**src/rtl/teclado_operand_sequencer.sv**
```systemverilog
// Two-operand decimal entry from keypad events, followed by a registered addition.
// Key presses are edge-detected and registered, so each press is acted on one cycle after it is captured.
//
// state   | meaning
// ENTRY_A | collecting digits for operand A
// ENTRY_B | collecting digits for operand B
// CALC    | single cycle: register the sum and pulse listo
// SHOW    | result on display; a digit key starts a new operation
module teclado_operand_sequencer #(
    parameter int         WIDTH       = 11,
    parameter int         MAX_DIGITS  = 3,
    parameter logic [3:0] KEY_CONFIRM = 4'hA,
    parameter logic [3:0] KEY_BACK    = 4'hB,
    parameter logic [3:0] KEY_CLEAR   = 4'hC
) (
    input  logic             clk,
    input  logic             rst,
    input  logic             key_pressed,
    input  logic [3:0]       key_value,
    output logic [WIDTH-1:0] operand_a,
    output logic [WIDTH-1:0] operand_b,
    output logic [WIDTH:0]   sum_out,
    output logic             listo,
    output logic [WIDTH:0]   display_value,
    output logic [1:0]       stage,
    output logic [1:0]       digit_count,
    output logic             overflow_err
);

    typedef enum logic [1:0] {
        ENTRY_A = 2'b00,
        ENTRY_B = 2'b01,
        CALC    = 2'b10,
        SHOW    = 2'b11
    } state_t;

    localparam logic [1:0]       MAX_DC = 2'(MAX_DIGITS);
    localparam logic [WIDTH-1:0] TEN    = WIDTH'(10);

    state_t             state_q, state_d;
    logic               key_pressed_q, key_pressed_d;
    logic               key_ev_q, key_ev_d;
    logic [3:0]         key_val_q, key_val_d;
    logic [WIDTH-1:0]   acc_q, acc_d;
    logic [1:0]         dc_q, dc_d;
    logic [WIDTH-1:0]   op_a_q, op_a_d;
    logic [WIDTH-1:0]   op_b_q, op_b_d;
    logic [WIDTH:0]     sum_q, sum_d;
    logic               listo_q, listo_d;
    logic               ovf_q, ovf_d;
    logic               is_digit;

    always_ff @(posedge clk or posedge rst) begin
        if (rst) begin
            state_q       <= ENTRY_A;
            key_pressed_q <= 1'b0;
            key_ev_q      <= 1'b0;
            key_val_q     <= 4'd0;
            acc_q         <= '0;
            dc_q          <= 2'd0;
            op_a_q        <= '0;
            op_b_q        <= '0;
            sum_q         <= '0;
            listo_q       <= 1'b0;
            ovf_q         <= 1'b0;
        end else begin
            state_q       <= state_d;
            key_pressed_q <= key_pressed_d;
            key_ev_q      <= key_ev_d;
            key_val_q     <= key_val_d;
            acc_q         <= acc_d;
            dc_q          <= dc_d;
            op_a_q        <= op_a_d;
            op_b_q        <= op_b_d;
            sum_q         <= sum_d;
            listo_q       <= listo_d;
            ovf_q         <= ovf_d;
        end
    end

    always_comb begin
        state_d       = state_q;
        key_pressed_d = key_pressed;
        key_ev_d      = key_pressed & ~key_pressed_q;
        key_val_d     = key_value;
        acc_d         = acc_q;
        dc_d          = dc_q;
        op_a_d        = op_a_q;
        op_b_d        = op_b_q;
        sum_d         = sum_q;
        listo_d       = 1'b0;
        ovf_d         = ovf_q;
        is_digit      = (key_val_q <= 4'd9);

        case (state_q)
            ENTRY_A, ENTRY_B: begin
                if (key_ev_q) begin
                    if (is_digit) begin
                        if (dc_q < MAX_DC) begin
                            acc_d = acc_q * TEN + WIDTH'(key_val_q);
                            dc_d  = dc_q + 2'd1;
                        end else begin
                            ovf_d = 1'b1;
                        end
                    end else if (key_val_q == KEY_BACK) begin
                        if (dc_q != 2'd0) begin
                            acc_d = acc_q / TEN;
                            dc_d  = dc_q - 2'd1;
                        end
                        ovf_d = 1'b0;
                    end else if (key_val_q == KEY_CONFIRM) begin
                        if (dc_q != 2'd0) begin
                            if (state_q == ENTRY_A) begin
                                op_a_d  = acc_q;
                                state_d = ENTRY_B;
                            end else begin
                                op_b_d  = acc_q;
                                state_d = CALC;
                            end
                            acc_d = '0;
                            dc_d  = 2'd0;
                            ovf_d = 1'b0;
                        end
                    end else if (key_val_q == KEY_CLEAR) begin
                        acc_d   = '0;
                        dc_d    = 2'd0;
                        op_a_d  = '0;
                        op_b_d  = '0;
                        sum_d   = '0;
                        ovf_d   = 1'b0;
                        state_d = ENTRY_A;
                    end
                end
            end
            CALC: begin
                // Any key event captured during this cycle is intentionally dropped.
                sum_d   = {1'b0, op_a_q} + {1'b0, op_b_q};
                listo_d = 1'b1;
                state_d = SHOW;
            end
            SHOW: begin
                if (key_ev_q) begin
                    if (is_digit) begin
                        acc_d   = WIDTH'(key_val_q);
                        dc_d    = 2'd1;
                        state_d = ENTRY_A;
                    end else if (key_val_q == KEY_CLEAR) begin
                        acc_d   = '0;
                        dc_d    = 2'd0;
                        op_a_d  = '0;
                        op_b_d  = '0;
                        sum_d   = '0;
                        ovf_d   = 1'b0;
                        state_d = ENTRY_A;
                    end
                end
            end
            default: state_d = ENTRY_A;
        endcase
    end

    always_comb begin
        case (state_q)
            CALC:    display_value = {1'b0, op_b_q};
            SHOW:    display_value = sum_q;
            default: display_value = {1'b0, acc_q};
        endcase
    end

    assign operand_a    = op_a_q;
    assign operand_b    = op_b_q;
    assign sum_out      = sum_q;
    assign listo        = listo_q;
    assign stage        = state_q;
    assign digit_count  = dc_q;
    assign overflow_err = ovf_q;

endmodule
```
**config.mk**
```make
export PLATFORM = sky130hd
export DESIGN_NAME = teclado_operand_sequencer
export DESIGN_NICKNAME = d
export VERILOG_FILES = /design/src/rtl/teclado_operand_sequencer.sv
export SDC_FILE = /design/constraint.sdc
export NUM_CORES = 1
export LEC_CHECK = 0
export ABC_AREA = 1
export CORE_UTILIZATION = 35
export CTS_CLUSTER_DIAMETER = 200
export DETAILED_ROUTE_END_ITERATION = 7
export SYNTH_ARGS = -nofsm -noshare
export SYNTH_HDL_FRONTEND = slang
export SYNTH_SLANG_ARGS = --single-unit
```
**constraint.sdc**
```tcl
create_clock -name clk -period 4.75 [get_ports clk]
set_input_delay 0.95 -clock clk [delete_from_list [all_inputs] [get_ports clk]]
set_output_delay 0.95 -clock clk [all_outputs]
set_load 0.01 [all_outputs]
```
# Word level (Yosys, flattened, before mapping)
# Index checks and enable logic that the tools add are counted.
[totals] register_bits=57 output_inout_bits=52 word_cells=123
[classes] add_sub_neg=4 multipliers=1 div_mod_pow=1 n_lt_le_gt_ge=2 n_eq_ne=20 mux=72 bitwise_logic=2 reduce_logical=10
[ops] op="2-to-1 mux 11 bit" count=28
[ops] op="2-to-1 mux 12 bit" count=7
[ops] op="one-hot mux 11 bit (2 select lines)" count=3
[ops] op="2-to-1 mux 2 bit" count=19
[ops] op="one-hot mux 12 bit (3 select lines)" count=1
[ops] op="one-hot mux 12 bit (2 select lines)" count=1
[ops] op="AND reduction 6 bit" count=3
[ops] op="AND reduction 8 bit" count=2
[ops] op="inequality test 3 bit, second input constant" count=5
[ops] op="adder 11 x 11 -> 12 bit" count=1
[ops] op="equality test 4 bit, second input constant" count=3
[ops] op="inequality test 2 bit, second input constant" count=6
[ops] op="adder 11 x 4 -> 11 bit" count=1
[ops] op="divider 11 x 4 -> 11 bit, second input constant" count=1
[ops] op="multiplier 11 x 3 -> 10 bit, second input constant" count=1
[ops] op="2-to-1 mux 1 bit" count=10
[ops] op="inequality test 4 bit, second input constant" count=2
[ops] op="one-hot mux 2 bit (3 select lines)" count=1
[ops] op="inequality test 5 bit, second input constant" count=1
[ops] op="AND reduction 5 bit" count=1
[ops] op="equality test 2 bit, second input constant" count=2
[ops] op="<= comparator 4 bit, second input constant" count=1
[ops] op="one-hot mux 2 bit (2 select lines)" count=1
[ops] op="nonzero test 2 bit" count=2
[ops] op="other kinds (9)" count=9

# Longest topological paths before layout
[logic_depth] depth_word=8 depth_mapped=33

# Worst setup path before layout
# Ideal clock, no wire load.
[synth_timing] path_type="register to register" from="reg acc_q[8]" to="reg acc_q[1]" setup_ns=0.120 arrival_ns=2.494 t_required_ns=4.630 setup_slack_ns=2.136 path_stages_with_launch=28 path_buffers=0 cell_sequence="dfrtp_1 -> o21ai_1 -> nand2_2 -> inv_1 -> a21oi_1 -> or2b_4 -> nand2_4 -> nand2_2 -> nand2_2 -> clkinv_2 -> nand2_4 -> nand2_4 -> nand2_1 -> nand3_2 -> nand2_4 -> nand2_4 -> nand2_2 -> nand3_2 -> nand2_4 -> nand2_2 -> nand2_2 -> nand3_1 -> nand3_1 -> nand2_1 -> nand2_1 -> nand2_1 -> nand2_1 -> nand2_1"
[synth_via] elab_chain_cells=6
[synth_rtl] element="from (decl)" line="44" rtl="logic [WIDTH-1:0] acc_q, acc_d;"
[synth_rtl] element="from (signal assigned)" line="59" rtl="acc_q <= '0;"
[synth_rtl] element="from (signal assigned)" line="71" rtl="acc_q <= acc_d;"
[synth_rtl] element="divider 11 x 4 -> 11 bit" line="107" rtl="acc_d = acc_q / TEN;"
[synth_rtl] element="2-to-1 mux 11 bit" line="106" rtl="if (dc_q != 2'd0) begin"
[synth_rtl] element="2-to-1 mux 11 bit" line="105" rtl="end else if (key_val_q == KEY_BACK) begin"
[synth_rtl] element="2-to-1 mux 11 bit" line="98" rtl="if (is_digit) begin"
[synth_rtl] element="2-to-1 mux 11 bit" line="97" rtl="if (key_ev_q) begin"
[synth_rtl] element="one-hot mux 11 bit (2 select lines)" line="95" rtl="case (state_q)"
# No other way between the ends. The select of a mux whose other input is x is not followed.
# A chain may end at the register's enable or synchronous reset.

# Worst setup path in the final report
[layout_timing] from="reg state_q[1] (netlist: stage[1])" to="out display_value[0]"
[layout_via] elab_chain_cells=2
[layout_rtl] element="from (decl)" line="40" rtl="state_t state_q, state_d;"
[layout_rtl] element="from (signal assigned)" line="67" rtl="state_q <= state_d;"
[layout_rtl] element="equality test 2 bit" line="163" rtl="case (state_q)"
[layout_rtl] element="one-hot mux 12 bit (2 select lines) *" line="163"
[layout_rtl] element="to (decl)" line="24" rtl="output logic [WIDTH:0] display_value,"
# Every way passes the cells marked *; elsewhere a longest branch is shown, timed or not.

==> run summary <==
Clock-pin slew was measured on the worst setup and hold paths at 50 ps. Number of buffers inserted by post-CTS setup repair: 0. Counting every sink on the clock net gives 57. Detailed placement HPWL: 9.14 mm. By area the synthesized netlist is led by sky130_fd_sc_hd__dfrtp_1 (34%), sky130_fd_sc_hd__o21ai_0 (9.0%), sky130_fd_sc_hd__ha_1 (8.6%).

The first TritonRoute pass finished after 7 iterations. The longest clock path from root to sink contains 2 buffers. The share of synthesized area occupied by flip-flops and latches is 33.7%, and the count of state elements after synthesis is 57. The width of the chip is 112 um. In this run the cell area of the synthesized design comes to 0.00423 mm2.

Broken down by cell family, the worst path's largest delay share belongs to buffers and inverters. In this run the critical register-to-register path is captured at acc_q[1]. The count of cells in the finished layout, fillers not included, comes to 773. Global routing finished with a remaining overflow of 0. Clock tree synthesis selected as its root buffer the cell sky130_fd_sc_hd__clkbuf_16. Yosys printed 0 warnings. The worst path buffer plus inverter count is 3.

TritonCTS built the clock tree. For the weighted congestion reported at the end of routability-driven placement, the log shows 0.899. In this run the tightest slew margin relative to its limit is 31.6%.

The critical path starts at stage[1]. Synthesis produced a netlist whose cell count is 571. Counting the fill cells in the layout gives 1161.

The tools report the count of max-cap constraint violations as 0. For the worst-skew pair, the clock arrives at the later sink with an insertion delay of 330 ps. The critical path data required time was 3800 ps; the vertical extent of the die was 112 um.

The count of final hold-check violations was 0; the number of routed nets with antenna violations was 0. The starting utilization of the core area came out at 36.4%. The maximum single-stage delay on the critical path is 790 ps. Counting tap cells, the placed design contains a total of 760 instances. Summed over all instances, the cell type with the most area after synthesis is sky130_fd_sc_hd__dfrtp_1. Setup-violating endpoint count in the final report: 0. The endpoint class of the critical path was an output pin.

The number of buffers created by CTS was 9. The peak fanout along the critical path is 19. By count the netlist is led by sky130_fd_sc_hd__nand2_1 (92), sky130_fd_sc_hd__o21ai_0 (76), sky130_fd_sc_hd__inv_1 (73). The fraction of layout cells with a size suffix above 1 came out at 9.37%.

IR analysis of the VDD net gives a maximum drop of 345 uV. The run gives 4040 as the number of global-route vias before repair. The layout overhead on the synthesized area was 23.4%; the number of cell instances on the worst register-to-register path was 29. The critical path's slowest cell is sky130_fd_sc_hd__dfrtp_1. The number of antenna violations at the first check in global routing is 0, and the wire length of the first global-routing pass is 20.1 mm.

Counting flops with an async set or reset pin after synthesis yields a share of 100%. The part of the cycle the worst path needs works out to 72.7%. The logs give 0 for the number of inserted diodes and 0 for the post-cts repair resize count.

The initialized floorplan defines 39 standard-cell rows. For this run, the top clock speed supported by timing is 290 MHz. Post-detailed-routing wire length: 12.0 mm. The final reports fail on design-rule violations. The post-synthesis net count came out at 610. The flow ran to the end, but the final reports show violations. In this run the count of I/O pins placed on the die edge is 59. In this run the most critical hold path is launched from key_pressed_q.

The tools report the leakage power total as 0.00241 uW. The most critical setup path has its endpoint at display_value[0]. The area share of the leading cell type in the synthesized netlist works out to 33.7%. The critical path runs through a total of 6 cells.

The count of routing violations after the opening detailed-route iteration came out at 289. Walking the worst path, the cells encountered are inv_1 -> nor2_1 -> buf_4 -> nand2_1 -> o221ai_1 -> clkdlybuf4s50_1. The total routing resource utilization after global routing was 20.5%. Dividing total power by cell area gives a power density of 733 mW/mm2. The average wire per cell in the routed design came out at 15.6 um.

The critical path is of the reg2out type. The maximum number of pins on one net before global-route repair came out at 43. The main flop type after synthesis was sky130_fd_sc_hd__dfrtp_1. For the final net count, the log shows 667. The count of vias placed by the detailed router was 4173. The count of flip-flops with a built-in enable after synthesis works out to 0.

Unique cell type count in the Yosys netlist: 41. The tools report the beginning of the worst register-to-register path as acc_q[8]. The die covers 0.0125 mm2. The floorplan step defined a core boundary enclosing 0.0116 mm2.

STA classifies the critical path startpoint as a flip-flop. The most common cell in the synthesized netlist is sky130_fd_sc_hd__nand2_1. STA puts the critical path data arrival time at 2500 ps.

The via density per instance came out at 5.40. For the final routed database, the setup TNS stands at 0 ps. Setup repair after global routing left no endpoint under its margin. The tightest min-delay check is of the reg2reg type.

The transition time at the pin with the least slew margin was 1030 ps. After detailed routing, the number of remaining DRC violations is 3. The synthesized area divided by synthesized cell count is 7.40 um2. Across all register-to-register paths, the minimum setup slack is 1610 ps. Count of final max-slew check failures: 0.

The number of buffers inserted for hold repair after clock tree synthesis is 0, and the worst-case clock skew is 8.57 ps. The number of port buffers was 58. The post-layout minimum cycle time is 3450 ps. The tools report the count of H-tree levels built during CTS as 3.
==> area by class of cell <==
cell class                      instances  area, um2  area share [%]
Inverter                               81        305            5.85
Tap cell                              143        179            3.43
Multi-Input combinational cell        415       2430            46.5
Sequential cell                        57       1430            27.4
Clock inverter                          1       5.00          0.0960
Timing Repair Buffer                   64        626            12.0
Clock buffer                           12        246            4.73
==> where the power goes <==
group,switching (uW),internal (uW)
Sequential,154,572
Clock,207,356
Combinational,1550,981
==> worst min path at each step <==
stage,endpoint,cells after the start
2_1_floorplan,key_ev_q,1
3_3_place_gp,key_ev_q,1
3_5_place_dp,key_ev_q,1
4_1_cts,key_ev_q,1
5_1_grt,key_ev_q,1
6_report,key_ev_q,1
==> kinds of logic after synthesis <==
family	Yosys count	synth area share, %
flip-flops	57	33.7
AND/OR/NAND/NOR	235	26.0
adder cells (fa/ha/maj)	32	10.0
XOR/XNOR	8	1.66
AO/OA/AOI/OAI	140	19.7
buffers and inverters	99	8.85
==> registers in the layout, indices dropped and copies added (netlist names) <==
signal / count
overflow_err: 1
operand_b: 11
listo: 1
sum_out: 12
digit_count: 2
key_pressed_q: 1
acc_q: 11
key_ev_q: 1
key_val_q: 4
operand_a: 11
stage: 2
==> cell usage in the layout, fill, tap and decap left out, types with 3 or more instances in the layout <==
master	Yosys	routed
sky130_fd_sc_hd__o21ai_0	76	76
sky130_fd_sc_hd__nand3_1	40	40
sky130_fd_sc_hd__nor2_1	58	58
sky130_fd_sc_hd__nand2_4	8	8
sky130_fd_sc_hd__ha_1	29	29
sky130_fd_sc_hd__nor3_1	9	9
sky130_fd_sc_hd__a31oi_1	3	3
sky130_fd_sc_hd__buf_4	0	6
sky130_fd_sc_hd__o32ai_1	5	5
sky130_fd_sc_hd__a22oi_1	3	3
sky130_fd_sc_hd__dfrtp_1	57	57
sky130_fd_sc_hd__nand3_2	6	6
sky130_fd_sc_hd__o221ai_1	13	13
sky130_fd_sc_hd__clkbuf_16	0	9
sky130_fd_sc_hd__fa_1	3	3
sky130_fd_sc_hd__xnor2_1	5	5
sky130_fd_sc_hd__nand2_1	92	92
sky130_fd_sc_hd__inv_1	73	72
sky130_fd_sc_hd__inv_2	5	6
sky130_fd_sc_hd__xor2_1	3	3
sky130_fd_sc_hd__nand2_2	17	17
sky130_fd_sc_hd__o22ai_1	8	8
sky130_fd_sc_hd__a21oi_1	16	16
sky130_fd_sc_hd__clkdlybuf4s50_1	0	58
sky130_fd_sc_hd__o211ai_1	3	3
==> metrics by stage <==
step	utilization (%)	power, uW	worst slack (ps)	hold WS [ps]	area (um2)
floorplan	-	2650	2140	376	4230
global placement	42.7	3190	1710	383	4960
detailed placement	42.7	3250	1660	385	4960
CTS	44.9	3830	1320	391	5220
global route	44.9	4180	1170	405	5220
finish	44.9	3820	1300	387	5220
==> worst reg2reg max path: cells and delay by family, from the launching register on <==
family                 cells  cell delay (ps)
buffers and inverters      1              160
and+or+nand+nor           28             2380
DFF                        1              470
==> layer usage <==
| layer | part of all wire (%) | GRT usage [%] | wire, um |
|---|---|---|---|
| met5 | 0 | 0 | 0 |
| met4 | 1.7 | 6.67 | 208 |
| met3 | 5.8 | 3.70 | 699 |
| met2 | 47 | 33.4 | 5680 |
| met1 | 45 | 27.4 | 5460 |
Note: power is estimated with default switching activity, not from simulation.
